$ cat src/rtl/dcache_sa_pkg.sv
// Shared types and helpers for the set-associative write-back data cache.
package dcache_sa_pkg;

   typedef enum logic [1:0] {
      IDLE   = 2'd0,
      WB     = 2'd1,
      REFILL = 2'd2
   } state_t;

   // Width of an index able to address n items; never narrower than one bit.
   function automatic int unsigned clog2w(input int unsigned n);
      return (n <= 1) ? 1 : $clog2(n);
   endfunction

   // Word 0 sits in the most-significant slice of a line.
   function automatic int unsigned word_lsb(input int unsigned off,
                                            input int unsigned words,
                                            input int unsigned word_w);
      return (words - 1 - off) * word_w;
   endfunction

endpackage

$ cat src/rtl/dcache_way.sv
// One cache way: SETS entries of {valid, dirty, tag, data} with word and line writes.
module dcache_way
   import dcache_sa_pkg::*;
#(
   parameter int unsigned SETS            = 4,
   parameter int unsigned IDX_W           = 2,
   parameter int unsigned OFF_W           = 2,
   parameter int unsigned TAG_W           = 12,
   parameter int unsigned WORD_W          = 16,
   parameter int unsigned WORDS_PER_BLOCK = 4
) (
   input  logic                              clk,
   input  logic                              reset_n,
   input  logic [IDX_W-1:0]                  idx,
   output logic                              rd_valid_c,
   output logic                              rd_dirty_c,
   output logic [TAG_W-1:0]                  rd_tag_c,
   output logic [WORD_W*WORDS_PER_BLOCK-1:0] rd_data_c,
   input  logic                              word_we,
   input  logic [OFF_W-1:0]                  word_off,
   input  logic [WORD_W-1:0]                 word_data,
   input  logic                              line_we,
   input  logic [TAG_W-1:0]                  line_tag,
   input  logic [WORD_W*WORDS_PER_BLOCK-1:0] line_data,
   input  logic                              clr_dirty
);

   localparam int unsigned BLK_W = WORD_W * WORDS_PER_BLOCK;
   localparam int unsigned SEL_W = clog2w(BLK_W);

   logic [SETS-1:0]  valid;
   logic [SETS-1:0]  dirty;
   logic [TAG_W-1:0] tag_mem  [SETS];
   logic [BLK_W-1:0] data_mem [SETS];
   logic [SEL_W-1:0] wr_lsb;

   assign wr_lsb     = SEL_W'(word_lsb(32'(word_off), WORDS_PER_BLOCK, WORD_W));
   assign rd_valid_c = valid[idx];
   assign rd_dirty_c = dirty[idx];
   assign rd_tag_c   = tag_mem[idx];
   assign rd_data_c  = data_mem[idx];

   // Line fill wins over word write; a word write marks the line dirty.
   always_ff @(posedge clk) begin
      if (!reset_n) begin
         valid <= '0;
         dirty <= '0;
      end else if (line_we) begin
         valid[idx] <= 1'b1;
         dirty[idx] <= 1'b0;
      end else if (word_we) begin
         dirty[idx] <= 1'b1;
      end else if (clr_dirty) begin
         dirty[idx] <= 1'b0;
      end
   end

   always_ff @(posedge clk) begin
      if (line_we) begin
         tag_mem[idx]  <= line_tag;
         data_mem[idx] <= line_data;
      end else if (word_we) begin
         data_mem[idx][wr_lsb +: WORD_W] <= word_data;
      end
   end

endmodule

$ cat src/rtl/dcache_sa.sv
// Set-associative write-back, write-allocate data cache with write-back/refill FSM and perf counters.
module dcache_sa
   import dcache_sa_pkg::*;
#(
   parameter int unsigned ADDR_W          = 16,
   parameter int unsigned WORD_W          = 16,
   parameter int unsigned WORDS_PER_BLOCK = 4,
   parameter int unsigned SETS            = 4,
   parameter int unsigned WAYS            = 2,
   parameter int unsigned CNT_W           = 16
) (
   input  logic                              clk,
   input  logic                              reset_n,
   input  logic                              req_valid,
   input  logic                              req_we,
   input  logic [ADDR_W-1:0]                 req_addr,
   input  logic [WORD_W-1:0]                 req_wdata,
   output logic                              resp_valid,
   output logic [WORD_W-1:0]                 resp_rdata,
   output logic                              mem_req,
   output logic                              mem_we,
   output logic [ADDR_W-1:0]                 mem_addr,
   output logic [WORD_W*WORDS_PER_BLOCK-1:0] mem_wdata,
   input  logic [WORD_W*WORDS_PER_BLOCK-1:0] mem_rdata,
   input  logic                              mem_ack,
   output logic [CNT_W-1:0]                  hit_cnt,
   output logic [CNT_W-1:0]                  access_cnt
);

   localparam int unsigned OFF_W = clog2w(WORDS_PER_BLOCK);
   localparam int unsigned IDX_W = clog2w(SETS);
   localparam int unsigned TAG_W = ADDR_W - IDX_W - OFF_W;
   localparam int unsigned BLK_W = WORD_W * WORDS_PER_BLOCK;
   localparam int unsigned SEL_W = clog2w(BLK_W);

   logic [TAG_W-1:0] req_tag;
   logic [IDX_W-1:0] req_idx;
   logic [OFF_W-1:0] req_off;
   logic [SEL_W-1:0] rd_lsb;

   assign req_tag = req_addr[ADDR_W-1 -: TAG_W];
   assign req_idx = req_addr[OFF_W +: IDX_W];
   assign req_off = req_addr[OFF_W-1:0];
   assign rd_lsb  = SEL_W'(word_lsb(32'(req_off), WORDS_PER_BLOCK, WORD_W));

   logic             way_valid     [WAYS];
   logic             way_dirty     [WAYS];
   logic [TAG_W-1:0] way_tag       [WAYS];
   logic [BLK_W-1:0] way_data      [WAYS];
   logic             way_word_we   [WAYS];
   logic             way_line_we   [WAYS];
   logic             way_clr_dirty [WAYS];

   for (genvar g = 0; g < WAYS; g++) begin : g_way
      dcache_way #(
         .SETS(SETS), .IDX_W(IDX_W), .OFF_W(OFF_W), .TAG_W(TAG_W),
         .WORD_W(WORD_W), .WORDS_PER_BLOCK(WORDS_PER_BLOCK)
      ) u_way (
         .clk       (clk),
         .reset_n   (reset_n),
         .idx       (req_idx),
         .rd_valid_c(way_valid[g]),
         .rd_dirty_c(way_dirty[g]),
         .rd_tag_c  (way_tag[g]),
         .rd_data_c (way_data[g]),
         .word_we   (way_word_we[g]),
         .word_off  (req_off),
         .word_data (req_wdata),
         .line_we   (way_line_we[g]),
         .line_tag  (req_tag),
         .line_data (mem_rdata),
         .clr_dirty (way_clr_dirty[g])
      );
   end

   state_t           state, state_nx;
   logic             retry, retry_nx;
   logic             vic_q, vic_nx;
   logic [SETS-1:0]  lru, lru_nx;
   logic             resp_valid_nx;
   logic [WORD_W-1:0] resp_rdata_nx;
   logic             mem_req_nx, mem_we_nx;
   logic [ADDR_W-1:0] mem_addr_nx;
   logic [BLK_W-1:0] mem_wdata_nx;
   logic [CNT_W-1:0] hit_cnt_nx, access_cnt_nx;

   logic             accept;
   logic             hit, hit_way, victim, vic_found, vic_valid, vic_dirty;
   logic [TAG_W-1:0] vic_tag;
   logic [BLK_W-1:0] hit_line, vic_line;

   assign accept = req_valid && (state == IDLE) && !resp_valid;

   // Tag compare and victim choice: lowest invalid way, else the LRU way.
   always_comb begin
      hit       = 1'b0;
      hit_way   = 1'b0;
      hit_line  = '0;
      vic_found = 1'b0;
      victim    = (WAYS == 2) ? lru[req_idx] : 1'b0;
      for (int w = 0; w < WAYS; w++) begin
         if (way_valid[w] && (way_tag[w] == req_tag)) begin
            hit      = 1'b1;
            hit_way  = 1'(w);
            hit_line = way_data[w];
         end
         if (!way_valid[w] && !vic_found) begin
            victim    = 1'(w);
            vic_found = 1'b1;
         end
      end
      vic_valid = 1'b0;
      vic_dirty = 1'b0;
      vic_tag   = '0;
      vic_line  = '0;
      for (int w = 0; w < WAYS; w++) begin
         if (1'(w) == victim) begin
            vic_valid = way_valid[w];
            vic_dirty = way_dirty[w];
            vic_tag   = way_tag[w];
            vic_line  = way_data[w];
         end
      end
   end

   always_comb begin
      state_nx      = state;
      retry_nx      = retry;
      vic_nx        = vic_q;
      lru_nx        = lru;
      resp_valid_nx = 1'b0;
      resp_rdata_nx = resp_rdata;
      mem_req_nx    = mem_req;
      mem_we_nx     = mem_we;
      mem_addr_nx   = mem_addr;
      mem_wdata_nx  = mem_wdata;
      hit_cnt_nx    = hit_cnt;
      access_cnt_nx = access_cnt;
      for (int w = 0; w < WAYS; w++) begin
         way_word_we[w]   = 1'b0;
         way_line_we[w]   = 1'b0;
         way_clr_dirty[w] = 1'b0;
      end
      if (resp_valid) retry_nx = 1'b0;

      case (state)
         IDLE: begin
            if (accept) begin
               if (!retry) begin
                  access_cnt_nx = access_cnt + CNT_W'(1);
                  if (hit) hit_cnt_nx = hit_cnt + CNT_W'(1);
               end
               if (hit) begin
                  resp_valid_nx = 1'b1;
                  if (req_we) begin
                     for (int w = 0; w < WAYS; w++)
                        way_word_we[w] = (1'(w) == hit_way);
                  end else begin
                     resp_rdata_nx = hit_line[rd_lsb +: WORD_W];
                  end
                  if (WAYS == 2) lru_nx[req_idx] = ~hit_way;
               end else begin
                  retry_nx   = 1'b1;
                  vic_nx     = victim;
                  mem_req_nx = 1'b1;
                  if (vic_valid && vic_dirty) begin
                     state_nx     = WB;
                     mem_we_nx    = 1'b1;
                     mem_addr_nx  = {vic_tag, req_idx, {OFF_W{1'b0}}};
                     mem_wdata_nx = vic_line;
                  end else begin
                     state_nx    = REFILL;
                     mem_we_nx   = 1'b0;
                     mem_addr_nx = {req_tag, req_idx, {OFF_W{1'b0}}};
                  end
               end
            end
         end
         WB: begin
            if (mem_ack) begin
               for (int w = 0; w < WAYS; w++)
                  way_clr_dirty[w] = (1'(w) == vic_q);
               state_nx    = REFILL;
               mem_we_nx   = 1'b0;
               mem_addr_nx = {req_tag, req_idx, {OFF_W{1'b0}}};
            end
         end
         REFILL: begin
            if (mem_ack) begin
               for (int w = 0; w < WAYS; w++)
                  way_line_we[w] = (1'(w) == vic_q);
               state_nx   = IDLE;
               mem_req_nx = 1'b0;
               mem_we_nx  = 1'b0;
            end
         end
         default: state_nx = IDLE;
      endcase
   end

   always_ff @(posedge clk) begin
      if (!reset_n) begin
         state      <= IDLE;
         retry      <= 1'b0;
         vic_q      <= 1'b0;
         lru        <= '0;
         resp_valid <= 1'b0;
         resp_rdata <= '0;
         mem_req    <= 1'b0;
         mem_we     <= 1'b0;
         mem_addr   <= '0;
         mem_wdata  <= '0;
         hit_cnt    <= '0;
         access_cnt <= '0;
      end else begin
         state      <= state_nx;
         retry      <= retry_nx;
         vic_q      <= vic_nx;
         lru        <= lru_nx;
         resp_valid <= resp_valid_nx;
         resp_rdata <= resp_rdata_nx;
         mem_req    <= mem_req_nx;
         mem_we     <= mem_we_nx;
         mem_addr   <= mem_addr_nx;
         mem_wdata  <= mem_wdata_nx;
         hit_cnt    <= hit_cnt_nx;
         access_cnt <= access_cnt_nx;
      end
   end

endmodule
$ cat config.mk
export PLATFORM = sky130hd
export DESIGN_NAME = dcache_sa
export DESIGN_NICKNAME = d
export VERILOG_FILES = /design/src/rtl/dcache_sa_pkg.sv /design/src/rtl/dcache_way.sv /design/src/rtl/dcache_sa.sv
export SDC_FILE = /design/constraint.sdc
export NUM_CORES = 1
export LEC_CHECK = 0
export CAP_MARGIN = 20
export CORE_MARGIN = 5
export CORE_UTILIZATION = 30
export CTS_CLUSTER_DIAMETER = 40
export DETAILED_ROUTE_END_ITERATION = 16
export HOLD_SLACK_MARGIN = 0.02
export PLACE_DENSITY_LB_ADDON = 0.2
export SLEW_MARGIN = 10
export SYNTH_ARGS = -nofsm -noshare
export SYNTH_HDL_FRONTEND = slang
export SYNTH_SLANG_ARGS = --single-unit
$ cat constraint.sdc
create_clock -name clk -period 8.25 [get_ports clk]
set_clock_uncertainty 0.15 [all_clocks]
set_input_delay 0.825 -clock clk [delete_from_list [all_inputs] [get_ports clk]]
set_output_delay 0.825 -clock clk [all_outputs]
set_load 0.05 [all_outputs]
==> impl_metrics.ini <==
[status]
status = finished clean

[clock_tree]
cts_tree = yes
clk_pin_slew_ps = 50
clockBufferDepth = 3
cts_buffers = 114
post_cts_buffers = 0
cts_root_buf = clkbuf_16
cts.sinks = 761
clock_latency_ps = 690
htree_levels = 3
cts-hold-fix-buffers = 0
ctsResizeCount = 0

[logic_synthesis]
ys.flop_type = edfxtp_1
synth_most_common_cell = edfxtp_1
ys_ff_latch = 761
yosys_warnings = 0
yosysTopAreaCell = edfxtp_1
yosysSeqAreaShare = 0.657
synthTopCellsByCount = edfxtp_1 (608), nor2_1 (201), mux4_2 (161), dfxtp_1 (153), nand2_1 (104)
syn_area_per_cell_um2 = 15.6
postSynthCellCount = 2085
synth-async-reset-ratio = 0
synth.distinct_cells = 54
syn_area_um2 = 32500
synth_top_cells_by_area = edfxtp_1 (56%), mux4_2 (11%), dfxtp_1 (9.4%)
yosysTopAreaCellShare = 0.562
synth_edf_count = 608

[worst_setup_path]
critical_path.startpoint_type = primary input
arrival_ps = 5370
required_ps = 8480
regToRegEndpoint = g_way[1].u_way.data_mem[3][22]$_DFFE_PP_
crit_fanout = 53
end_kind = flop
criticalPathCategory = primary input to flop
r2r-start = g_way[1].u_way.tag_mem[3][4]$_DFFE_PP_
crit_start = req_addr[2]
r2r_setup_slack_ps = 3500
reg2reg_depth = 8

[global_routing]
grt_pass1_vias = 20490
antenna_found_initial = 5
grt_max_degree = 88
track_usage = 0.171
grt_overflow = 0
grt_pass1_wl_um = 146000

[sta]
timing.final.crit_share = 0.624
setup_viol = 0
min_period_ps = 5140
tightest_slew_ps = 1140
clock.fmax_mhz = 194
relSlewSlack = 0.240
fin_tns_setup_ps = 0
rsz0062_at_grt = false
hold_viol_final = 0
maxSlewViolCount = 0

[route]
wl_met3_um = 6730
drt.antenna.violating_nets = 0
drc_errors = 0
avgViaCountPerCell = 5.09
vias = 19701
wl_um = 101000
drtIter0Drc = 1487
dr.max_layer_used = met5
wl_met2_um = 48600
first_pass_iters = 6
wire_per_inst_um = 26.1
drt-met1-wl_um = 41900

[job]
max_cap_violations = 0

[pwr]
leakagePower_uw = 0.0135
power.density_nw_per_um2 = 243
peakVddDrop_mv = 0.191

[floorplanning]
core_area_um2 = 107000
die-area_um2 = 115000
fp.dieH_um = 339
rows = 120
die_width_um = 339
io_pins = 232
start_util = 0.302

[finish]
post-route-util = 0.377
fin_area_um2 = 40400
syn2layout_area_growth_pct = 24.6
finalNetCount = 2471
drive_gt1_frac = 0.209

[placement]
io_buffers = 229
place.detailed.hpwl_um = 68600
gp_congestion = 0.871
place_area_um2 = 36400

[worst_hold_path]
hp-class = flop to flop
whs_path_depth = 2
-- through the flow --
stage                     cells  hold slack, ps  setup WS, ps  total power (µW)
after CTS                  3861             309          3010              9930
after detailed placement   3644             298          2350              5010
after floorplan            2086             276          3950              4700
after global placement     3643             285          2500              5000
final                      3868             309          3110              9810
after global routing       3865             331          2880             10200
-- power by group --
group	leakage, µW	switching, µW	internal [µW]	total, µW
Sequential	0.00671	18.5	4200	4220
Combinational	0.00491	452	250	702
Clock	0.00190	1850	3040	4890
Total	0.0135	2320	7490	9810
-- cell type report --
| cell class | count | area (µm²) |
|---|---|---|
| diodes | 4 | 10.0 |
| clock buffers | 136 | 3030 |
| clock inverters | 81 | 920 |
| fillers | 9997 | 66900 |
| inverters | 33 | 126 |
| multi-input cells | 1151 | 10400 |
| flip-flops and latches | 761 | 21300 |
| well taps | 1403 | 1760 |
| repair buffers | 299 | 2860 |
-- worst max-delay path by stage --
stage / end / cells past startpoint
6_report: g_way[1].u_way.data_mem[3][22]$_DFFE_PP_ / 9
5_1_grt: g_way[1].u_way.data_mem[3][62]$_DFFE_PP_ / 9
4_1_cts: g_way[1].u_way.data_mem[3][62]$_DFFE_PP_ / 9
3_5_place_dp: g_way[1].u_way.data_mem[3][56]$_DFFE_PP_ / 9
3_3_place_gp: g_way[1].u_way.data_mem[2][59]$_DFFE_PP_ / 9
2_1_floorplan: g_way[1].u_way.data_mem[0][16]$_DFFE_PP_ / 11
-- cells in the final DEF, fill, tap and decap left out, types with 5 or more instances in the layout --
master	instances
o21ai_1	21
o21ai_0	40
xor2_1	14
a211oi_1	64
clkbuf_16	116
o2111ai_1	10
nand4_1	16
nand2_1	103
mux2_2	69
nand3_1	59
clkinv_2	16
o41ai_1	6
clkbuf_1	15
clkinv_4	7
inv_6	20
a21oi_1	47
buf_4	66
nand2b_1	25
mux2i_1	101
clkdlybuf4s50_1	226
o22ai_1	20
edfxtp_1	608
xnor2_1	26
o311ai_0	6
o211ai_1	22
nor2_1	197
bufinv_16	12
inv_1	32
clkinv_1	7
clkinvlp_4	13
clkbuf_8	5
mux2_1	78
mux4_2	161
dfxtp_1	153
ha_1	10
-- worst max-delay path, cell delays in order --
cell and delay (ps):
buf_8 460, mux4_2 620, xnor2_1 280, nand4_1 200
nor4_4 400, and3_1 550, nand2_1 730, a21oi_1 900
buf_4 350
-- logic make-up after synthesis --
kind of cell,after synthesis,synth area share
DFF,761,0.657
and+or+nand+nor,439,0.0604
muxes,409,0.194
AOI/OAI and AO/OA,250,0.0501
buffers and inverters,174,0.0239
xor gates and xnor gates,41,0.0113
adders and majority gates,10,0.00385
other,1,0.000115
-- flip-flops by register name, indices dropped and copies added, names as in the netlist, 2 cells and up, named ones only --
| register | cells |
|---|---|
| mem_addr | 14 |
| lru | 4 |
| state | 2 |
| hit_cnt | 16 |
| g_way.u_way.data_mem | 512 |
| g_way.u_way.valid | 8 |
| access_cnt | 16 |
| g_way.u_way.tag_mem | 96 |
| mem_wdata | 64 |
| resp_rdata | 16 |
-- routing by layer --
layer	global-route usage	vias up
met3	0.0377	164
met2	0.286	651
met5	0.00833	-
met1	0.221	10160
li1	-	8722
met4	0.0583	4
(Power assumes the default switching activity.)
